### src/rtl/io_pkg.sv
// -----------------------------------------------------------------------------
// io_pkg
// Shared constants for the on-board I/O block.
//   PRESCALE_DISPLAY_N  : prescaler width for the ~500 Hz display-mux clock
//   PRESCALE_DEBOUNCE_N : prescaler width for the ~50 Hz debounce sample clock
//   PRESCALER_N_MIN/MAX : legal range of the prescaler width parameter
// -----------------------------------------------------------------------------
package io_pkg;

  localparam int PRESCALE_DISPLAY_N  = 16;
  localparam int PRESCALE_DEBOUNCE_N = 20;
  localparam int PRESCALER_N_MIN     = 1;
  localparam int PRESCALER_N_MAX     = 32;

endpackage : io_pkg

### src/rtl/prescaler.sv
// -----------------------------------------------------------------------------
// prescaler
// Free-running binary clock divider: clk_out = MSB of an N-bit up-counter,
// giving clk/2^N at 50 % duty.
//
// Parameters:
//   N        counter width, 1..32 (default io_pkg::PRESCALE_DISPLAY_N)
// Ports:
//   clk      input   system clock, rising-edge active
//   rst_n    input   asynchronous active-low reset
//   clk_out  output  divided clock, driven straight from counter bit N-1
//   tick     output  one-cycle strobe in the cycle count is 0 after a wrap
//                    (exists only when PRESCALER_TICK_EN is defined)
//
// Build option: define PRESCALER_TICK_EN to add the tick port and its flop.
// -----------------------------------------------------------------------------
module prescaler
  import io_pkg::*;
#(
  parameter int N = PRESCALE_DISPLAY_N
) (
  input  logic clk,
  input  logic rst_n,
  output logic clk_out
`ifdef PRESCALER_TICK_EN
  ,
  output logic tick
`endif
);

  // Out-of-range widths stop elaboration rather than building a broken divider.
  if (N < PRESCALER_N_MIN || N > PRESCALER_N_MAX) begin : g_bad_n
    $error("prescaler: N=%0d outside %0d..%0d", N, PRESCALER_N_MIN, PRESCALER_N_MAX);
  end

  logic [N-1:0] count_q, count_d;

  // Wraps naturally modulo 2^N; no saturation or stall.
  // NOTE: every always_comb output gets a value on every path, so no latch is inferred.
  always_comb begin
    count_d = count_q + N'(1);
  end

  // NOTE: sequential state uses non-blocking assignments so all flops update together.
  // NOTE: the async reset clears outputs immediately, without waiting for a clock edge.
  always_ff @(posedge clk or negedge rst_n) begin
    if (!rst_n) begin
      count_q <= '0;
    end else begin
      count_q <= count_d;
    end
  end

  // Taken directly from a flop output so the derived clock cannot glitch.
  assign clk_out = count_q[N-1];

`ifdef PRESCALER_TICK_EN
  logic tick_q, tick_d;

  // Registering "count is all-ones" puts the strobe in the cycle where count
  // has just wrapped to 0, aligned with the falling edge of clk_out.
  always_comb begin
    tick_d = (count_q == '1);
  end

  always_ff @(posedge clk or negedge rst_n) begin
    if (!rst_n) begin
      tick_q <= 1'b0;
    end else begin
      tick_q <= tick_d;
    end
  end

  assign tick = tick_q;
`endif

endmodule : prescaler

### config.mk
export PLATFORM = sky130hd
export DESIGN_NAME = prescaler
export DESIGN_NICKNAME = d
export VERILOG_FILES = /design/src/rtl/io_pkg.sv /design/src/rtl/prescaler.sv
export SDC_FILE = /design/constraint.sdc
export NUM_CORES = 1
export LEC_CHECK = 0
export BUFFER_PORTS_ARGS = -buffer_cell sky130_fd_sc_hd__buf_4
export CORE_AREA = 3 3 40 42
export CTS_BUF_LIST = sky130_fd_sc_hd__clkbuf_4
export CTS_CLUSTER_DIAMETER = 50
export CTS_CLUSTER_SIZE = 16
export DETAILED_ROUTE_END_ITERATION = 8
export DIE_AREA = 0 0 43 45
export GPL_ROUTABILITY_DRIVEN = 0
export PLACE_DENSITY_LB_ADDON = 0.1
export SYNTH_ARGS = -nofsm -noshare
export SYNTH_HDL_FRONTEND = slang
export SYNTH_SLANG_ARGS = --single-unit
### constraint.sdc
create_clock -name clk -period 1.8 [get_ports clk]
set_input_delay 0.09 -clock clk [delete_from_list [all_inputs] [get_ports clk]]
set_output_delay 0.09 -clock clk [all_outputs]
set_load 0.02 [all_outputs]
==> Word-level counts from Yosys, hierarchy flattened <==
Cells that the tools add are included.
{ "op_classes": {"add_sub_neg": 1} }
{ "op_table": {"columns": ["cell", "count"], "rows": [
  ["$add 16x1->16 const B", 1]
]} }
{ "word_totals": {"register_bits": 16, "inputBits": 2, "out_inout_bits": 1, "elab_cells": 2} }

==> Depth between registers and ports, before layout <==
Gate-level depths: netlist of the first run.
{ "depth": {"depth_word": 1, "depth_mapped": 4} }

==> Worst setup path before layout of the first run <==
Ideal clock, no wire load.
{ "synth_timing": {"kind": "flip-flop to flip-flop", "start": "reg count_q[2]", "end": "reg count_q[15]", "setup_time_ns": 0.079, "t_arrival_ns": 1.078, "path_slack_ns": 0.642, "stages_incl_launch_ff": 4, "n_path_buf": 0, "synth_period_minus_slack_ns": 1.158, "cell_sequence": "dfrtp_1 -> nand3_1 -> nor4_2 -> xor2_1"} }
{ "synth_via": {"elab_chain_cells": 1} }
{ "synth_lines": {"columns": ["item", "line", "text"], "rows": [
  ["start, declared", "prescaler.sv:36", "logic [N-1:0] count_q, count_d;"],
  ["start signal, assigned", "prescaler.sv:50", "count_q <= count_d;"],
  ["$add 16x1->16", "prescaler.sv:41", "count_d = count_q + N'(1);"],
  ["named net count_d[15]", "prescaler.sv:36", null]
]} }
The timed path passes the listed nets, and every way through them passes these cells.

==> Worst setup path in the final report of the first run <==
{ "layout_timing": {"start": "reg count_q[2]", "end": "reg count_q[13]"} }
Same word-level chain as after synthesis.

==> impl_metrics.csv, run 1 <==
group,metric,value,unit
floorplan,die_w,43,um
layout,nets,68,
sta,fin_ws,0.4568,ns
logic_synthesis,avgSynthCellArea,12.31,um^2
power,vdd_drop_max,0.4089,mV
sta,finalMaxSlewViolations,0,
sta,setup_viol,0,
clocking,clkSinkCount,16,
logic_synthesis,ys_seq_area_frac,0.5704,
logic_synthesis,synth-compound-area-share,0,
layout,layout-drive-gt1-share,0.1563,
placed_design,place_ws,0.4565,ns
sta,tns,0,ns
critical_path,rr_worst_depth,3,
floorplan,io_pins,3,
route,vias,438,
global_routing,antenna_found_initial,0,
global_routing,grt_pass1_vias,424,
sta,worst_pin_slew,0.3387,ns
logic_synthesis,syn-cell-area,701.9,um^2
critical_path,regToRegSetupSlack,0.46,ns
critical_path,required,2.01,ns
placed_design,io_buffers,2,
sta,clock_skew,0.005293,ns
logic_synthesis,synth-seq-cells,16,
power,powerDensity,720.7,mW/mm^2
route,firstDrtPassIters,4,
route,final_antenna_net_count,0,
route,detail_route.wirelength,1.008,mm
sta,rsz0062_at_grt,"false",
floorplan,die_y,45,um
global_routing,grt_start_max_net_pins,17,
critical_path,crit_start,"count_q[2]",
global_routing,grt_pass1_wl,1.800,mm
layout,n_fill_cell,105,
power,power,0.5564,mW
sta,fmax,744.5,MHz
logic_synthesis,synth_largest_area_cell,"dfrtp_1",
clocking,cts_resized,0,
route,viasPerCell,5.544,
logic_synthesis,ys_types,12,
critical_path,critPathKind,"flop to flop",
floorplan,core_area,0.001285,mm^2
sta,fin_crit,1.343,ns
status,status,"completed",
layout,largest_register,"count_q",
clocking,clk_latency,0.28,ns
clocking,cts_made_buffers,3,
logic_synthesis,synthMuxAreaShare,0,
clocking,cts-root-buf,"clkbuf_4",
sta,period_share,0.7462,
logic_synthesis,async_flop_share,1.000,
placed_design,dp_hpwl,722.7,um
clocking,clk_pin_slew,0.09,ns
logic_synthesis,synth_edf_count,0,
sta,hold_viol_final,0,
power,p_leak,0.3563,nW
route,wire_per_inst,12.76,um
floorplan,initial_core_util,0.5463,
floorplan,die-area,0.001935,mm^2
logic_synthesis,ys_top_cells_by_area,"dfrtp_1 57%, xor2_1 12%, nor4_2 7.1%",
critical_path,r2r_end,"count_q[13]",
sta,slew_headroom,0.7735,
hold_path,hp-class,"primary input to async pin",
route,drc,0,
logic_synthesis,yosysWarningCount,0,
logic_synthesis,synth_top_family_by_area,"simple AND/OR/NAND/NOR gates",
run,max_cap_violations,0,
layout,reg.largest.list,"count_q: 16 flops",
layout,antennaDiodeCount,0,
logic_synthesis,netlist.area_leader.share,0.5704,
clocking,clk_path_buf_depth,2,
logic_synthesis,yosys.area_share.simple,0.2210,
clocking,cts_tree,"yes",
logic_synthesis,ys.flop_type,"dfrtp_1",
layout,syn_to_final_growth,9.982,%
route,drt_iter0_drc,9,
logic_synthesis,synthXorXnorAreaFrac,0.1747,
logic_synthesis,synth_adder_area_share,0.01783,
critical_path,crit_fanout,7,
global_routing,globalRouteOverflowTotal,0,
critical_path,cp.arrival,1.55,ns
critical_path,cp-end-kind,"flop",
logic_synthesis,syn_inst,57,
floorplan,rows,13,
logic_synthesis,syn_nets,60,
critical_path,startpoint_type,"flop",
layout,largest_reg_flops,16,
critical_path,r2r-start,"count_q[2]",
logic_synthesis,synth_most_common_cell,"dfrtp_1",
clocking,ctsHtreeMaxLevel,1,
global_routing,grt_usage,0.1260,
logic_synthesis,ys_top_cells_by_count,"16 x dfrtp_1, 10 x xor2_1, 5 x nand3_1",
[per-stage QoR]
step                hold slack, ns  instances    util  cell area, um^2
finish                      0.1960         79  0.6008            772.0
global route                0.2062         79  0.6008            772.0
CTS                         0.1869         79  0.6008            772.0
detailed placement        -0.04379         74  0.5725            735.7
global placement          -0.04132         74  0.5725            735.7
floorplan                  -0.2056         57       -            701.9
[layer usage]
metal	GRT usage	wire, um	up-vias
li1	-	-	209
met1	0.1774	486	221
met2	0.1886	480	8
met3	0.02390	40	0
met4	0.06024	0	0
met5	0	0	-
[power by group]
group / switching [mW] / total (mW) / leakage (nW) / internal [mW]
Clock: 0.107 / 0.188 / 0.0154 / 0.0804
Combinational: 0.00683 / 0.00973 / 0.132 / 0.00290
Sequential: 0 / 0.359 / 0.209 / 0.359
[what timing repair did]
action | CTS | global route
hold buffers | 1 | 0
endpoints found under the hold margin | 16 | 0
buffers inserted | 0 | 0
[area by class of cell]
cell class | instances | area, um^2 | area share
clock buffer | 3 | 22.52 | 0.02917
sequential | 16 | 400.4 | 0.5186
clock inverter | 1 | 3.754 | 0.004862
timing repair buffer | 3 | 25.02 | 0.03241
inverter | 3 | 11.26 | 0.01459
multi-input combinational | 38 | 290.3 | 0.3760
tap | 15 | 18.77 | 0.02431
[logic make-up after synthesis]
kind of cell	Yosys count
XOR/XNOR	14
flip-flops	16
buffers and inverters	3
adder cells (fa/ha/maj)	1
AND/OR/NAND/NOR	23
[layout by cell type, fill, tap and decap left out, drive strengths merged, types with 2 or more instances in the layout]
cell type,instances
nor4,4
nand4,3
clkbuf,3
buf,2
xnor2,4
xor2,10
nor3,4
dfrtp,16
inv,3
nand3,5
nand2,4
nor2,3
[critical path, cell delays in order, from the launching register on]
cell and delay (ns):
dfrtp_1 0.41, nand3_1 0.28, nor4_2 0.40, xor2_1 0.18
[how the worst max path moves through the flow]
stage                  endpoint  slack (ns)  depth (start not counted)
detailed placement  count_q[13]        0.46                          3
global route        count_q[15]        0.36                          3
CTS                 count_q[13]        0.43                          3
floorplan           count_q[15]        0.64                          3
finish              count_q[13]        0.46                          3
global placement    count_q[13]        0.49                          3
No activity file was read; power rests on OpenSTA's default activity.
==> inputs of run 2 (changes only) <==
- ABC_AREA: default -> 1
- CORE_AREA: 3 3 40 42 -> default
- CORE_MARGIN: default -> 3
- CORE_UTILIZATION: default -> 55
- DIE_AREA: 0 0 43 45 -> default
- clock period: 1.8 -> 1.3 ns (I/O delays scaled with it)
==> impl_metrics.csv, run 2 <==
group,metric,value,unit
critical_path,required,1.47,ns
sta,fin_crit,1.168,ns
logic_synthesis,netlist.area_leader.share,0.5178,
logic_synthesis,synth_most_common_cell,"nand2_1",
power,seqPwrFrac,0.657,
power,powerDensity,897.5,mW/mm^2
layout,layout-drive-gt1-share,0.1915,
route,detail_route.wirelength,1.199,mm
power,power.share.switching,0.1961,
clocking,clk_path_buf_depth,2,
logic_synthesis,synth_largest_area_cell,"dfrtp_1",
clocking,ctsHtreeMaxLevel,1,
logic_synthesis,avgSynthCellArea,8.787,um^2
logic_synthesis,ys.flop_type,"dfrtp_1",
floorplan,die-area,0.001892,mm^2
critical_path,cpMaxStageDelayCell,"dfrtp_1",
critical_path,critPathKind,"flop to flop",
critical_path,crit_fanout,3,
logic_synthesis,ys_types,16,
critical_path,cpMostUsedCell,"nand2_1",
critical_path,critPathMaxStageDelay,0.38,ns
logic_synthesis,yosysWarningCount,0,
global_routing,grt_start_max_net_pins,17,
clocking,cts-root-buf,"clkbuf_4",
logic_synthesis,synth-compound-area-share,0.01942,
floorplan,initial_core_util,0.6358,
logic_synthesis,synthXorXnorAreaFrac,0.07929,
layout,antennaDiodeCount,0,
route,drc,0,
global_routing,grt_usage,0.1531,
placed_design,dp_hpwl,894,um
logic_synthesis,synth-seq-cells,16,
sta,fmax,856.2,MHz
global_routing,grt_pass1_wl,2.173,mm
clocking,clk_pin_slew,0.08,ns
route,top_layer_used,"met4",
power,p_switching,0.1484,mW
sta,finalMaxSlewViolations,0,
route,wire_per_inst,11.10,um
clocking,cts_tree,"yes",
clocking,postCtsSetupBuffers,0,
floorplan,die_y,43.50,um
placed_design,place_ws,0.08601,ns
logic_synthesis,synth_adder_area_share,0.01618,
critical_path,cp.arrival,1.34,ns
sta,hold_viol_final,0,
sta,worst_pin_slew,0.2318,ns
route,firstDrtPassIters,4,
power,vdd_drop_max,0.5409,mV
critical_path,regToRegSetupSlack,0.13,ns
critical_path,cp_top_family,"simple AND/OR/NAND/NOR gates",
power,p_comb_frac,0.018,
logic_synthesis,async_flop_share,1.000,
placed_design,io_buffers,2,
global_routing,grt_pass1_vias,543,
clocking,clkSinkCount,16,
logic_synthesis,ys_seq_area_frac,0.5178,
logic_synthesis,syn-cell-area,773.2,um^2
route,final_antenna_net_count,0,
floorplan,core_area,0.001216,mm^2
route,vias,531,
run,max_cap_violations,0,
layout,final_common_cell,"nand2_1",
route,route.met3.wl,30,um
critical_path,cp-end-kind,"flop",
sta,slew_headroom,0.8449,
logic_synthesis,ys_top_cells_by_count,"25 x nand2_1, 16 x dfrtp_1, 9 x inv_1, 9 x nor2_1, 5 x nand2_2",
global_routing,antenna_found_initial,0,
status,status,"completed",
sta,fin_ws,0.1320,ns
clocking,clk_latency,0.28,ns
power,p_leak,0.3900,nW
floorplan,die_w,43.50,um
floorplan,rows,12,
layout,layout_common_cells,"25 x nand2_1, 16 x dfrtp_1, 8 x inv_1, 8 x nor2_1, 5 x nand2_2",
logic_synthesis,synth_edf_count,0,
route,viasPerCell,4.917,
critical_path,rr_worst_depth,6,
floorplan,io_pins,3,
logic_synthesis,ys_top_cells_by_area,"dfrtp_1 52%, nand2_1 12%, xnor2_1 4.5%",
route,drt_iter0_drc,9,
power,internal-power,0.6085,mW
logic_synthesis,yosys.area_share.simple,0.3236,
layout,reg.largest.list,"count_q: 16 flops",
logic_synthesis,syn_nets,91,
clocking,cts_made_buffers,3,
power,power,0.7569,mW
logic_synthesis,synthMuxAreaShare,0,
critical_path,worstPathCellList,"ha_2 -> nand3_2 -> nor2_2 -> nand3_1 -> nand2_1 -> nand2_1",
layout,largest_register,"count_q",
layout,n_fill_cell,96,
logic_synthesis,synth_top_family_by_area,"simple AND/OR/NAND/NOR gates",
layout,largest_reg_flops,16,
sta,clock_skew,0.002802,ns
critical_path,crit_cells,6,
layout,nets,99,
critical_path,path_buf_inv,0,
route,met1_length,621,um
global_routing,globalRouteOverflowTotal,0,
route,route.met2.wl,536,um
critical_path,startpoint_type,"flop",
sta,period_share,0.8984,
logic_synthesis,syn_inst,88,
hold_path,hp-class,"primary input to async pin",
power,clockPowerShare,0.325,
sta,setup_viol,0,
layout,syn_to_final_growth,9.061,%
run 2: cell families after synthesis:
kind of cell               count (synthesis)
and+or+nand+nor                           52
DFF                                       16
buffers and inverters                      9
xor gates and xnor gates                   7
AOI/OAI and AO/OA                          3
adders and majority gates                  1
run 2: layout make-up:
type	instances	area (um^2)	share of cell area
clock buffer	3	22.52	0.02671
timing repair buffer	3	25.02	0.02967
sequential	16	400.4	0.4748
inverter	9	33.78	0.04006
multi-input combinational	63	344.1	0.4080
tap	14	17.52	0.02077
run 2: layer usage:
metal	vias to the layer above	GRT usage
met1	240	0.2120
li1	284	-
met2	5	0.2242
met5	-	0
met3	2	0.03734
met4	0	0.07229
run 2: path summary, 6_finish.rpt:
check / startpoint / end
hold reg to reg: count_q[0] / count_q[0]
max in group asynchronous: rst_n / count_q[6]
setup reg to reg: count_q[0] / count_q[14]
min in group clk: count_q[0] / count_q[0]
setup / recovery: count_q[0] / count_q[14]
hold / removal: rst_n / count_q[15]
run 2: metrics by stage:
| stage | TNS (ns) | instances | utilization | hold slack [ns] | instance area, um^2 |
|---|---|---|---|---|---|
| 2_1_floorplan | 0 | 88 | - | -0.2306 | 773.2 |
| 3_3_place_gp | 0 | 104 | 0.6626 | -0.06910 | 805.8 |
| 3_5_place_dp | 0 | 104 | 0.6626 | -0.06768 | 805.8 |
| 4_1_cts | 0 | 108 | 0.6893 | 0.1684 | 838.3 |
| 5_1_grt | -0.002467 | 108 | 0.6934 | 0.1783 | 843.3 |
| 6_report | 0 | 108 | 0.6934 | 0.1776 | 843.3 |
run 2: power groups by stage:
stage                     clock network [mW]    logic, mW  registers [mW]
after floorplan                            0  0.000000157           0.507
after global placement                     0       0.0117           0.507
after detailed placement                   0       0.0119           0.507
after CTS                              0.258       0.0143           0.497
after global routing                   0.275       0.0153           0.497
final                                  0.246       0.0136           0.497
run 2: repair_timing:
action	in CTS	in global routing
setup endpoints to repair	0	2
resized for setup	0	3
endpoints found under the hold margin	16	0
hold buffers	1	0
